<file path="src/rtl/stopwatch_ctrl_if.sv">
// Stopwatch control bundle: debounced button levels in, counter/display controls out.
interface stopwatch_ctrl_if;
  logic [3:0] btn;
  logic       run;
  logic       freeze;
  logic       clear;
  logic       down;
  logic [1:0] state;

  modport master (output btn, input run, freeze, clear, down, state);
  modport slave  (input btn, output run, freeze, clear, down, state);
endinterface

</file>
<file path="src/rtl/stopwatch_ctrl.sv">
// Stopwatch control FSM: debounced buttons -> run/freeze/clear/down commands.
// Optional LAP_AUTORELEASE_EN adds a lap timer that returns LAP to RUN after LAP_CYCLES.
module stopwatch_ctrl #(
  parameter int HOLD_CYCLES = 100_000_000,
`ifdef LAP_AUTORELEASE_EN
  parameter int LAP_CYCLES  = 250_000_000,
`endif
  parameter int CNT_W       = 28
) (
  input  logic            clk_50M,
  input  logic            reset_n,
  stopwatch_ctrl_if.slave sw
);

  typedef enum logic [1:0] {IDLE = 2'b00, RUN = 2'b01, PAUSE = 2'b10, LAP = 2'b11} state_e;

  localparam logic [CNT_W-1:0] HOLD_MAX = CNT_W'(HOLD_CYCLES - 1);

  state_e           state_q, state_d;
  logic             run_q, run_d, freeze_q, freeze_d, clear_q, clear_d, down_q, down_d;
  logic [3:0]       btn_q;
  logic [CNT_W-1:0] hold_q, hold_d;
  logic [3:0]       press;
  logic             w_clr, w_start, w_lap, w_dir;
  logic             hold_fire, lap_expire;

  // Only the highest-priority press acts; the others are swallowed.
  assign press   = sw.btn & ~btn_q;
  assign w_clr   = press[2];
  assign w_start = press[0] & ~press[2];
  assign w_lap   = press[1] & ~press[2] & ~press[0];
  assign w_dir   = press[3] & ~press[2] & ~press[0] & ~press[1];

  assign hold_fire = ((state_q == RUN) || (state_q == LAP)) && sw.btn[2] && (hold_q == HOLD_MAX);

`ifdef LAP_AUTORELEASE_EN
  localparam logic [CNT_W-1:0] LAP_MAX = CNT_W'(LAP_CYCLES - 1);
  logic [CNT_W-1:0] lap_q, lap_d;

  assign lap_expire = (lap_q == LAP_MAX);

  always_comb begin
    lap_d = '0;
    if ((state_q == LAP) && (state_d == LAP)) lap_d = lap_q + CNT_W'(1);
  end

  always_ff @(posedge clk_50M or negedge reset_n) begin
    if (!reset_n) lap_q <= '0;
    else          lap_q <= lap_d;
  end
`else
  assign lap_expire = 1'b0;
`endif

  always_comb begin
    state_d = state_q;
    clear_d = 1'b0;
    down_d  = down_q;
    if (hold_fire) begin
      state_d = IDLE;
      clear_d = 1'b1;
    end else begin
      case (state_q)
        IDLE: begin
          if (w_start)    state_d = RUN;
          else if (w_clr) clear_d = 1'b1;
          else if (w_dir) down_d  = ~down_q;
        end
        RUN: begin
          if (w_start)    state_d = PAUSE;
          else if (w_lap) state_d = LAP;
        end
        LAP: begin
          if (w_lap)           state_d = RUN;
          else if (w_start)    state_d = PAUSE;
          else if (lap_expire) state_d = RUN;
        end
        PAUSE: begin
          if (w_start) state_d = RUN;
          else if (w_clr) begin
            state_d = IDLE;
            clear_d = 1'b1;
          end
        end
        default: state_d = IDLE;
      endcase
    end

    // Saturates so a long hold fires once; restarts on release or any transition.
    if (!sw.btn[2] || (state_d != state_q)) hold_d = '0;
    else if (hold_q == HOLD_MAX)            hold_d = hold_q;
    else                                    hold_d = hold_q + CNT_W'(1);

    run_d    = (state_d == RUN) || (state_d == LAP);
    freeze_d = (state_d == LAP);
  end

  always_ff @(posedge clk_50M or negedge reset_n) begin
    if (!reset_n) begin
      state_q  <= IDLE;
      run_q    <= 1'b0;
      freeze_q <= 1'b0;
      clear_q  <= 1'b0;
      down_q   <= 1'b0;
      btn_q    <= 4'b1111;
      hold_q   <= '0;
    end else begin
      state_q  <= state_d;
      run_q    <= run_d;
      freeze_q <= freeze_d;
      clear_q  <= clear_d;
      down_q   <= down_d;
      btn_q    <= sw.btn;
      hold_q   <= hold_d;
    end
  end

  assign sw.run    = run_q;
  assign sw.freeze = freeze_q;
  assign sw.clear  = clear_q;
  assign sw.down   = down_q;
  assign sw.state  = state_q;

endmodule
</file>
<file path="src/flat_wrapper.sv">
// flat-port wrapper written by rule: the top's interface ports become plain ports
module stopwatch_ctrl_flat 
#(
  parameter int HOLD_CYCLES = 100_000_000,

  parameter int CNT_W       = 28
)
  (clk_50M, reset_n, sw_btn, sw_run, sw_freeze, sw_clear, sw_down, sw_state);
  stopwatch_ctrl_if sw_i ();
  input  logic clk_50M;
  input  logic reset_n;
  input wire logic [$bits(sw_i.btn)-1:0] sw_btn;
  output wire logic [$bits(sw_i.run)-1:0] sw_run;
  output wire logic [$bits(sw_i.freeze)-1:0] sw_freeze;
  output wire logic [$bits(sw_i.clear)-1:0] sw_clear;
  output wire logic [$bits(sw_i.down)-1:0] sw_down;
  output wire logic [$bits(sw_i.state)-1:0] sw_state;
  assign sw_i.btn = sw_btn;
  assign sw_run = sw_i.run;
  assign sw_freeze = sw_i.freeze;
  assign sw_clear = sw_i.clear;
  assign sw_down = sw_i.down;
  assign sw_state = sw_i.state;
  stopwatch_ctrl #(.HOLD_CYCLES(HOLD_CYCLES), .CNT_W(CNT_W)) u_core (.clk_50M(clk_50M), .reset_n(reset_n), .sw(sw_i));
endmodule
</file>
<file path="config.mk">
export PLATFORM = sky130hd
export DESIGN_NAME = stopwatch_ctrl_flat
export DESIGN_NICKNAME = d
export VERILOG_FILES = /design/src/rtl/stopwatch_ctrl_if.sv /design/src/rtl/stopwatch_ctrl.sv /design/src/flat_wrapper.sv
export SDC_FILE = /design/constraint.sdc
export NUM_CORES = 1
export LEC_CHECK = 0
export CAP_MARGIN = 5
export CORE_MARGIN = 2
export CORE_UTILIZATION = 45
export DETAILED_ROUTE_END_ITERATION = 7
export MAX_ROUTING_LAYER = met4
export PLACE_DENSITY = 0.71
export SYNTH_ARGS = -nofsm -noshare
export SYNTH_HDL_FRONTEND = slang
export SYNTH_SLANG_ARGS = --single-unit
</file>
<file path="constraint.sdc">
create_clock -name clk_50M -period 2.55 [get_ports clk_50M]
set_input_delay 0.51 -clock clk_50M [delete_from_list [all_inputs] [get_ports clk_50M]]
set_output_delay 0.51 -clock clk_50M [all_outputs]
set_load 0.03 [all_outputs]
</file>
==> summary.md <==
The DRC violation count after routing was 0. Across the run, the number of max-cap violations was 0. The fraction of power spent switching nets was 28.42%; the final count of pins violating max slew was 0. Setup repair after global routing left no endpoint under its margin. For the pin count of the biggest net entering global routing, the log shows 38.

Hold is met by 338.0 ps. The core region is 0.004058 mm². The run gives 0.3557 mW as the net load switching power. No sink is reached through more buffers than the 2 on the longest clock path.

The arrival time reported for the critical path endpoint is 1460 ps. For this design the ratio of total power to cell area is 579.5 mW/mm². The via count of the first global-routing pass is 1460. The detail route stage leaves a number of antenna-violating nets equal to 0. The run gives 2663 µm as the placed wire-length estimate after detailed placement. The logs give 200 for the post-synthesis cell count and 207 for the post-synthesis net count. Fraction of registers with async set or reset after synthesis: 100.0%. The longest individual stage delay on the worst path came out at 720 ps. Share of power burned in combinational logic: 16.8%. The detailed router placed 1543 vias in this run.

The final-stage net count is 223. After detailed routing, the number of vias per cell comes to 5.779. The number of flip-flops and latches in the synthesized netlist is 37. The number of antenna violations at the first check in global routing came out at 0.

The critical path goes through clkdlybuf4s50_1. Clock-pin slew was measured on the worst setup and hold paths at 70 ps. CTS placed an instance of sky130_fd_sc_hd__clkbuf_8 at the clock tree root. Count of buffer and inverter cells on the critical path: 1. STA classifies the critical path endpoint as a primary output. The most used flip-flop cell after synthesis was sky130_fd_sc_hd__dfrtp_1.

The min-delay analysis places its worst path in the category input pin to asynchronous set/reset pin. For the final database, setup skew stands at 6.247 ps. Summing internal, switching and leakage power gives 1.251 mW. The logs give 6624 µm for the first-pass GRT wire length and 0 for the number of post-CTS setup repair buffers. STA classifies the critical path startpoint as a register.

Dividing the detail-routed wire length by the instance count gives 14.00 µm. Of all nets on the critical path, the largest fanout is 8. The mapped netlist covers 0.001911 mm². The die covers 0.004783 mm².

The run gives 0 as the final global-route overflow total. 0 antenna diodes ended up in the layout. Measured against its own limit, the worst slew margin works out to 40.73%.

In this run the worst setup path begins at u_core.sw.state[0]. The synthesized design spends more area on one cell type than any other, namely sky130_fd_sc_hd__dfrtp_1. The worst path in the final design needs a cycle of 1972 ps, including I/O delays and setup.

The maximum clock frequency is 507.1 MHz, and the number of endpoints failing setup at the final stage is 0. Measured along the x axis, the die boundary spans 69.16 µm. The initial utilization of the core area, before any placement, comes to 47.09%. The H-tree level count was 2; the number of standard cells in the layout, taps in and fillers out was 267. Clock tree synthesis inserted a total of 5 buffers. Summing the sequential cell areas from Yosys gives 48.72% of the chip area.

The Yosys step of the flow raised 0 warnings. The logs give 280 ps for the source-to-sink clock delay at the later pin of the worst-skew pair and 3739 µm for the total routed wirelength. The tools report the static leakage as 0.8381 nW. The kind of cell with the highest combined delay along the critical path is buffers and inverters. The internal portion of the total power is 0.8957 mW.

The post-route netlist has 10.60% of its cells at a drive strength greater than 1. For this design, the slowest cell found on the critical path is sky130_fd_sc_hd__clkdlybuf4s50_1. After detailed placement, the design holds a cell count of 259.

The synthesis-to-layout area growth works out to 13.03%. The count of endpoints failing hold in the final timing report is 0. The worst setup path is of the register to primary output kind. The number of top-level design ports was 12. Once the clock tree was built, the resizer swapped 0 gates to a different size. The count of unique library cells instantiated by Yosys was 48. The number of buffers added on ports is 11, and the vertical die dimension is 69.16 µm. For this block, the initial DRC count from the detailed router was 160.

STA puts the critical path data required time at 2040 ps. Before antenna repair, the detailed router went through 4 iterations. The worst flop-to-flop path startpoint is u_core.hold_q[9].

The congestion estimate from routability-driven global placement came to 0.8720. The flow ran to the end, and the final reports show no timing, DRC or antenna violations. Buffers inserted to repair hold after CTS numbered 0. In the final timing run, aggregate negative setup slack is 0 ps. IR analysis of the VDD net gives a maximum drop of 403.4 µV.

Counting every sink on the clock net gives 37. The number of flops mapped to enable cells by yosys is 0, and the per-instance average area after synthesis is 9.553 µm². The total routing usage reported by global routing is 17.51%.

Yosys attributes the largest share of cell area to sky130_fd_sc_hd__dfrtp_1 (43%), sky130_fd_sc_hd__xnor2_1 (6.0%), sky130_fd_sc_hd__dfstp_2 (5.5%). The share of total power dissipated in the clock network is 31.2%. Fill cells in the final layout number 373. TritonCTS built the clock tree.

The area share of the largest cell type after synthesis is 43.22%, and the final period utilization is 77.33%. The part of the power in registers is 51.9%, and the total number of placement rows is 23. The slew at the pin closest to its max-slew limit works out to 889.1 ps.
-- flip-flops by register name, indices dropped and copies added (netlist names) --
register          count
u_core.btn_q          4
u_core.hold_q        28
u_core.sw.clear       1
u_core.sw.down        1
u_core.sw.freeze      1
u_core.sw.state       2
-- kinds of logic (layout without fill, tap and decap cells) --
kind of cell | count (synthesis) | after routing | synth area share [%]
simple gates | 100 | 100 | 28.95
flops | 37 | 37 | 48.72
compound gates | 35 | 35 | 12.05
buf+inv | 12 | 29 | 2.750
xor+xnor | 15 | 15 | 6.876
fa+ha+maj | 1 | 1 | 0.6548
-- routing by layer --
metal | GRT usage (%) | up-vias | share of wire (%) | routed length [µm]
met5 | - | - | 0 | 0
met4 | 5.447 | 0 | 1.1 | 41
met3 | 4.386 | 4 | 3.9 | 144
met2 | 25.96 | 30 | 47 | 1745
met1 | 23.75 | 740 | 48 | 1808
li1 | - | 769 | - | -
-- metrics by stage --
| stage | utilization, % | worst slack (ps) | instance area [µm²] |
|---|---|---|---|
| 5_1_grt | 53.22 | 436.8 | 2160 |
| 4_1_cts | 53.22 | 563.0 | 2160 |
| 6_report | 53.22 | 578.1 | 2160 |
| 3_3_place_gp | 51.22 | 483.3 | 2078 |
| 2_1_floorplan | - | 779.1 | 1911 |
| 3_5_place_dp | 51.22 | 433.9 | 2078 |
-- cell usage after synthesis (all sizes together), types with 5 or more instances --
master and number:
inv 6, o21ai 6, a21oi 7, a31oi 6
and3 7, nor2 23, nand3 17, nand4 5
xnor2 13, and4 6, nor3 10, or3 5
nand2 11, dfrtp 33
-- cell usage in the layout (no fill, tap or decap), types with 5 or more instances in the layout --
cell type                          n
sky130_fd_sc_hd__xnor2_1          13
sky130_fd_sc_hd__nand4_1           5
sky130_fd_sc_hd__or3_1             5
sky130_fd_sc_hd__and3_1            5
sky130_fd_sc_hd__nor2_1           23
sky130_fd_sc_hd__nand2_1          11
sky130_fd_sc_hd__nand3_1          16
sky130_fd_sc_hd__inv_1             6
sky130_fd_sc_hd__a31oi_1           6
sky130_fd_sc_hd__o21ai_0           5
sky130_fd_sc_hd__clkdlybuf4s50_1  10
sky130_fd_sc_hd__clkbuf_8          5
sky130_fd_sc_hd__a21oi_1           7
sky130_fd_sc_hd__nor3_1           10
sky130_fd_sc_hd__dfrtp_1          33
-- final cells by class --
| class | count | area [µm²] | area share [%] |
|---|---|---|---|
| Clock inverter | 1 | 5.005 | 0.2317 |
| Clock buffer | 7 | 76.32 | 3.534 |
| Sequential cell | 37 | 930.9 | 43.11 |
| Multi-Input combinational cell | 151 | 927.1 | 42.93 |
| Tap cell | 50 | 62.56 | 2.897 |
| Timing Repair Buffer | 15 | 135.1 | 6.257 |
| Inverter | 6 | 22.52 | 1.043 |
-- path summary, 6_finish.rpt --
path / to / slack, ps / depth (start not counted)
min: u_core.hold_q[27] / 340 / 1
max reg2reg: u_core.hold_q[21] / 600 / 6
min in group clk_50M: u_core.sw.down / 470 / 1
max: sw_run / 580 / 1
min reg2reg: u_core.sw.down / 470 / 1
max in group asynchronous: u_core.sw.state[0] / 1660 / 1
-- power groups by stage --
stage | combinational, mW | clock (mW) | sequential [mW]
floorplan | 0.0850 | 0 | 0.698
global placement | 0.212 | 0 | 0.660
detailed placement | 0.213 | 0 | 0.660
CTS | 0.214 | 0.404 | 0.650
global route | 0.231 | 0.430 | 0.653
finish | 0.211 | 0.391 | 0.650
(Power assumes the default switching activity.)
==> RTL change 1: new RTL, same flow settings <==
The option `LAP_AUTORELEASE_EN` is turned on by a define.
--- a/src/rtl/stopwatch_ctrl.sv
+++ b/src/rtl/stopwatch_ctrl.sv
@@ -1,5 +1,7 @@
 // Stopwatch control FSM: debounced buttons -> run/freeze/clear/down commands.
 // Optional LAP_AUTORELEASE_EN adds a lap timer that returns LAP to RUN after LAP_CYCLES.
+`define LAP_AUTORELEASE_EN
+
 module stopwatch_ctrl #(
   parameter int HOLD_CYCLES = 100_000_000,
 `ifdef LAP_AUTORELEASE_EN
Function: no difference found for any inputs over 10 cycles, from zero or initial values and one cycle with reset_n low; that may be too few to reach the edited logic, so the function may still have changed.
==> RTL change 1 against the original RTL <==
Final area grew 78%; register-to-register slack lost 290 ps; clock skew grew 2.6 ps; die area grew 73%; area after synthesis grew 79%; sequential cell count grew 28; sequential power grew 72%; via count grew 61%; setup slack lost 270 ps; wire length grew 73%; total power grew 92%; critical endpoint is now u_core.lap_q[8].
==> RTL change 1: results <==
export IMPL_antenna_found_initial=0
export IMPL_gp_congestion=0.841
export IMPL_grt_pass1_wl_um=11600
export IMPL_path_delay_family="simple AND/OR/NAND/NOR gates"
export IMPL_wirelength_um=6460
export IMPL_drive_gt1_frac=0.142
export IMPL_timing_reg2reg_setup_slack_ps=310
export IMPL_grt_max_degree=66
export IMPL_crit_arrival_ps=2450
export IMPL_clk_latency_ps=340
export IMPL_max_stage_delay_ps=600
export IMPL_cp_slowest_cell="or4_4"
export IMPL_wl_met2_um=3190
export IMPL_ctsHtreeMaxLevel=3
export IMPL_grt_use_met2=0.280
export IMPL_synth_nets=352
export IMPL_hpwl_um=4270
export IMPL_leakagePower_nw=1.52
export IMPL_use_met1=0.220
export IMPL_cts_inserted_buffers=9
export IMPL_dr_pass1_iters=5
export IMPL_max_slew_margin=0.721
export IMPL_track_usage=0.177
export IMPL_fin_nets=369
export IMPL_clock_skew_ps=8.81
export IMPL_wl_met3_um=208
export IMPL_globalRouteMet3Util=0.0531
export IMPL_outcome="complete, no violations"
export IMPL_netlist_top_cells_count="dfrtp_1, nor2_1, xor2_1, xnor2_1, nand2_1"
export IMPL_ys_seq_area_frac=0.478
export IMPL_cp_endpoint="u_core.lap_q[8]"
export IMPL_drt_met1_wl_um=2980
export IMPL_yosysUniqueCellTypes=51
export IMPL_path_max_fanout=28
export IMPL_r2r_start="u_core.lap_q[14]"
[RTL change 1: cell types whose count changed after synthesis, sizes merged, moves of 4 or more]
cell / unedited run / this run
a31oi: 6 / 1
nand2: 11 / 23
nand3: 17 / 21
nand4: 5 / 20
buf: 4 / 9
dfrtp: 33 / 61
nor2: 23 / 68
xnor2: 13 / 25
and3: 7 / 12
nor4: 2 / 6
or3: 5 / 0
xor2: 2 / 29
[RTL change 1: report_power, final]
part	switching (W)	internal, W
clock	0.000405	0.000578
combinational	0.000182	0.000120
sequential	0.0000498	0.00107
[RTL change 1: final cells by class]
type | instances | area [um2] | area share
clock buffers | 10 | 138 | 0.0358
clock inverters | 6 | 88.8 | 0.0231
inverters | 6 | 22.5 | 0.00586
multi-input cells | 259 | 1640 | 0.427
flip-flops and latches | 65 | 1630 | 0.424
well taps | 99 | 124 | 0.0322
repair buffers | 20 | 198 | 0.0514
[RTL change 1: stage by stage]
| step | std cells | setup WS, ps | util | hold slack [ps] |
|---|---|---|---|---|
| global placement | 449 | 210 | 0.496 | 464 |
| floorplan | 344 | 641 | - | 214 |
| CTS | 465 | 287 | 0.527 | 176 |
| finish | 465 | 307 | 0.527 | 169 |
| detailed placement | 449 | 182 | 0.496 | 473 |
| global route | 465 | 150 | 0.527 | 194 |
[RTL change 1: logic make-up (layout without fill, tap and decap cells)]
group                    Yosys count  in the layout  share of synthesized area
AND/OR/NAND/NOR                  182            182                      0.291
flip-flops                        65             65                      0.478
XOR/XNOR                          54             54                      0.139
AO/OA/AOI/OAI                     20             20                     0.0414
buffers and inverters             20             42                     0.0403
adder cells (fa/ha/maj)            2              2                    0.00733
multiplexers                       1              1                    0.00293
==> RTL change 2: new RTL, config.mk and constraints unchanged <==
Without the edit above. Take the reset off `hold_q` and load it in a clocked block of its own.
--- a/src/rtl/stopwatch_ctrl.sv
+++ b/src/rtl/stopwatch_ctrl.sv
@@ -103,7 +103,6 @@
       clear_q  <= 1'b0;
       down_q   <= 1'b0;
       btn_q    <= 4'b1111;
-      hold_q   <= '0;
     end else begin
       state_q  <= state_d;
       run_q    <= run_d;
@@ -111,8 +110,11 @@
       clear_q  <= clear_d;
       down_q   <= down_d;
       btn_q    <= sw.btn;
-      hold_q   <= hold_d;
     end
+  end
+
+  always_ff @(posedge clk_50M) begin
+    hold_q <= hold_d;
   end
 
   assign sw.run    = run_q;
Behaviour: no difference found for any inputs over 10 cycles, from zero or initial values and one cycle with reset_n low; that may be too few to reach the edited logic, so the function may still have changed.
==> RTL change 2 against the original RTL <==
Sequential cell count unchanged; area after synthesis decreased by 8.1%; wire length decreased by 17%; count of clock-buffer cells in the layout unchanged; critical path depth increased by 5; cell count decreased by 3.0%; largest cell class is now multi-input gates; setup slack got worse by 150 ps; first-iteration DRC count decreased by 52%; final area decreased by 6.6%; sequential share of layout area decreased by 3.9 points; total power increased by 2.4%; utilization increased by 1.1 points.
==> RTL change 2: results <==
export IMPL_outcome="complete, no violations"
export IMPL_power_switching_w=0.000350
export IMPL_clockBufferDepth=2
export IMPL_cts_setup_buffers=0
export IMPL_registers_top_by_ff_count="u_core.hold_q"
export IMPL_antenna_found_initial=0
export IMPL_drive_gt1_frac=0.114
export IMPL_netlist_top_cells_count="nor2_1, dfxtp_1, xor2_1, nand2_1"
export IMPL_max_slew_margin=0.518
export IMPL_ctsHtreeMaxLevel=2
export IMPL_port_buffers=11
export IMPL_yosysWarnings=0
export IMPL_finalSetupViolations=0
export IMPL_track_usage=0.175
export IMPL_grt_pass1_vias=1265
export IMPL_ys_seq_area_frac=0.450
export IMPL_clock_skew_ps=5.21
export IMPL_synth_area_top_cells="dfxtp_1, xor2_1, dfrtp_1"
export IMPL_yosysUniqueCellTypes=42
export IMPL_synth_nets=199
export IMPL_antenna_cells=0
export IMPL_clk_latency_ps=280
export IMPL_fin_nets=218
export IMPL_cts_inserted_buffers=5
export IMPL_grt_max_degree=22
export IMPL_gp_congestion=0.805
export IMPL_leakagePower_nw=0.715
export IMPL_path_delay_family="simple AND/OR/NAND/NOR gates"
export IMPL_hpwl_um=2240
export IMPL_largest_reg_flops=28
export IMPL_cts_resized=0
export IMPL_grt_use_met2=0.255
export IMPL_max_stage_delay_ps=420
export IMPL_async_flop_share=0.243
export IMPL_cp_slowest_cell="a21o_2"
export IMPL_drt_iter0_drc=77
export IMPL_n_fill_cell=362
export IMPL_finalMaxSlewViolations=0
export IMPL_wirelength_um=3120
export IMPL_dr_pass1_iters=4
export IMPL_vias=1350
export IMPL_crit_arrival_ps=2270
export IMPL_globalRouteMet3Util=0.0507
export IMPL_holdCritPathClass="reg -> reg"
export IMPL_clock_root_buffer="clkbuf_8"
export IMPL_use_met1=0.231
export IMPL_ir_drop_uv=391
export IMPL_grt_pass1_wl_um=5730
export IMPL_clk_pin_slew_ps=70
export IMPL_path_max_fanout=21
==> RTL change 2: cell types whose count changed after synthesis, moves of 5 or more <==
cell and delta:
dfxtp_1 +28, nor2b_1 +5, xor2_1 +14, nor2_1 +7, dfrtp_1 -28, nand3_1 -7
nor3_1 -5, xnor2_1 -7
==> RTL change 2: stage by stage <==
stage / worst slack [ps] / total power [W] / utilization / instance area, um2 / cells
3_5_place_dp: 259 / 0.000893 / 0.520 / 1930 / 252
4_1_cts: 410 / 0.00130 / 0.543 / 2020 / 259
5_1_grt: 270 / 0.00134 / 0.543 / 2020 / 259
6_report: 433 / 0.00128 / 0.543 / 2020 / 259
2_1_floorplan: 613 / 0.000806 / - / 1760 / 192
3_3_place_gp: 336 / 0.000890 / 0.520 / 1930 / 252
==> RTL change 2: path summary, 6_finish.rpt <==
path                             startpoint                to  slack [ps]  cells past startpoint
setup / recovery           u_core.hold_q[0]  u_core.hold_q[4]         430                      6
min in group asynchronous           reset_n   u_core.sw.clear         520                      1
setup reg to reg           u_core.hold_q[0]  u_core.hold_q[4]         430                      6
hold / removal               u_core.sw.down    u_core.sw.down         480                      1
max in group asynchronous           reset_n   u_core.btn_q[1]        1710                      1
hold reg to reg              u_core.sw.down    u_core.sw.down         480                      1
==> RTL change 2: metal layers <==
layer	up-vias	wire length, um
met4	0	55
met1	621	1640
met3	4	74
met2	14	1350
met5	-	0
li1	711	-
==> RTL change 2: final cells by class <==
cell class	instances	area (um2)	share of cell area
Tap cell	48	60.1	0.0298
Inverter	3	11.3	0.00558
Timing Repair Buffer	16	148	0.0732
Sequential cell	37	791	0.392
Multi-Input combinational cell	148	921	0.457
Clock buffer	7	86.3	0.0428
==> RTL change 2: power by group through the flow <==
stage / combinational (W) / sequential, W / clock, W
after floorplan: 0.000104 / 0.000703 / 0
after global placement: 0.000230 / 0.000661 / 0
after detailed placement: 0.000232 / 0.000661 / 0
after CTS: 0.000233 / 0.000649 / 0.000414
after global routing: 0.000250 / 0.000655 / 0.000437
final: 0.000230 / 0.000648 / 0.000403
==> RTL change 2: logic make-up after synthesis <==
kind of cell	Yosys count	synth area share
xor gates and xnor gates	22	0.110
buffers and inverters	7	0.0256
and+or+nand+nor	103	0.316
AOI/OAI and AO/OA	19	0.0727
muxes	3	0.0185
DFF	37	0.450
adders and majority gates	1	0.00712
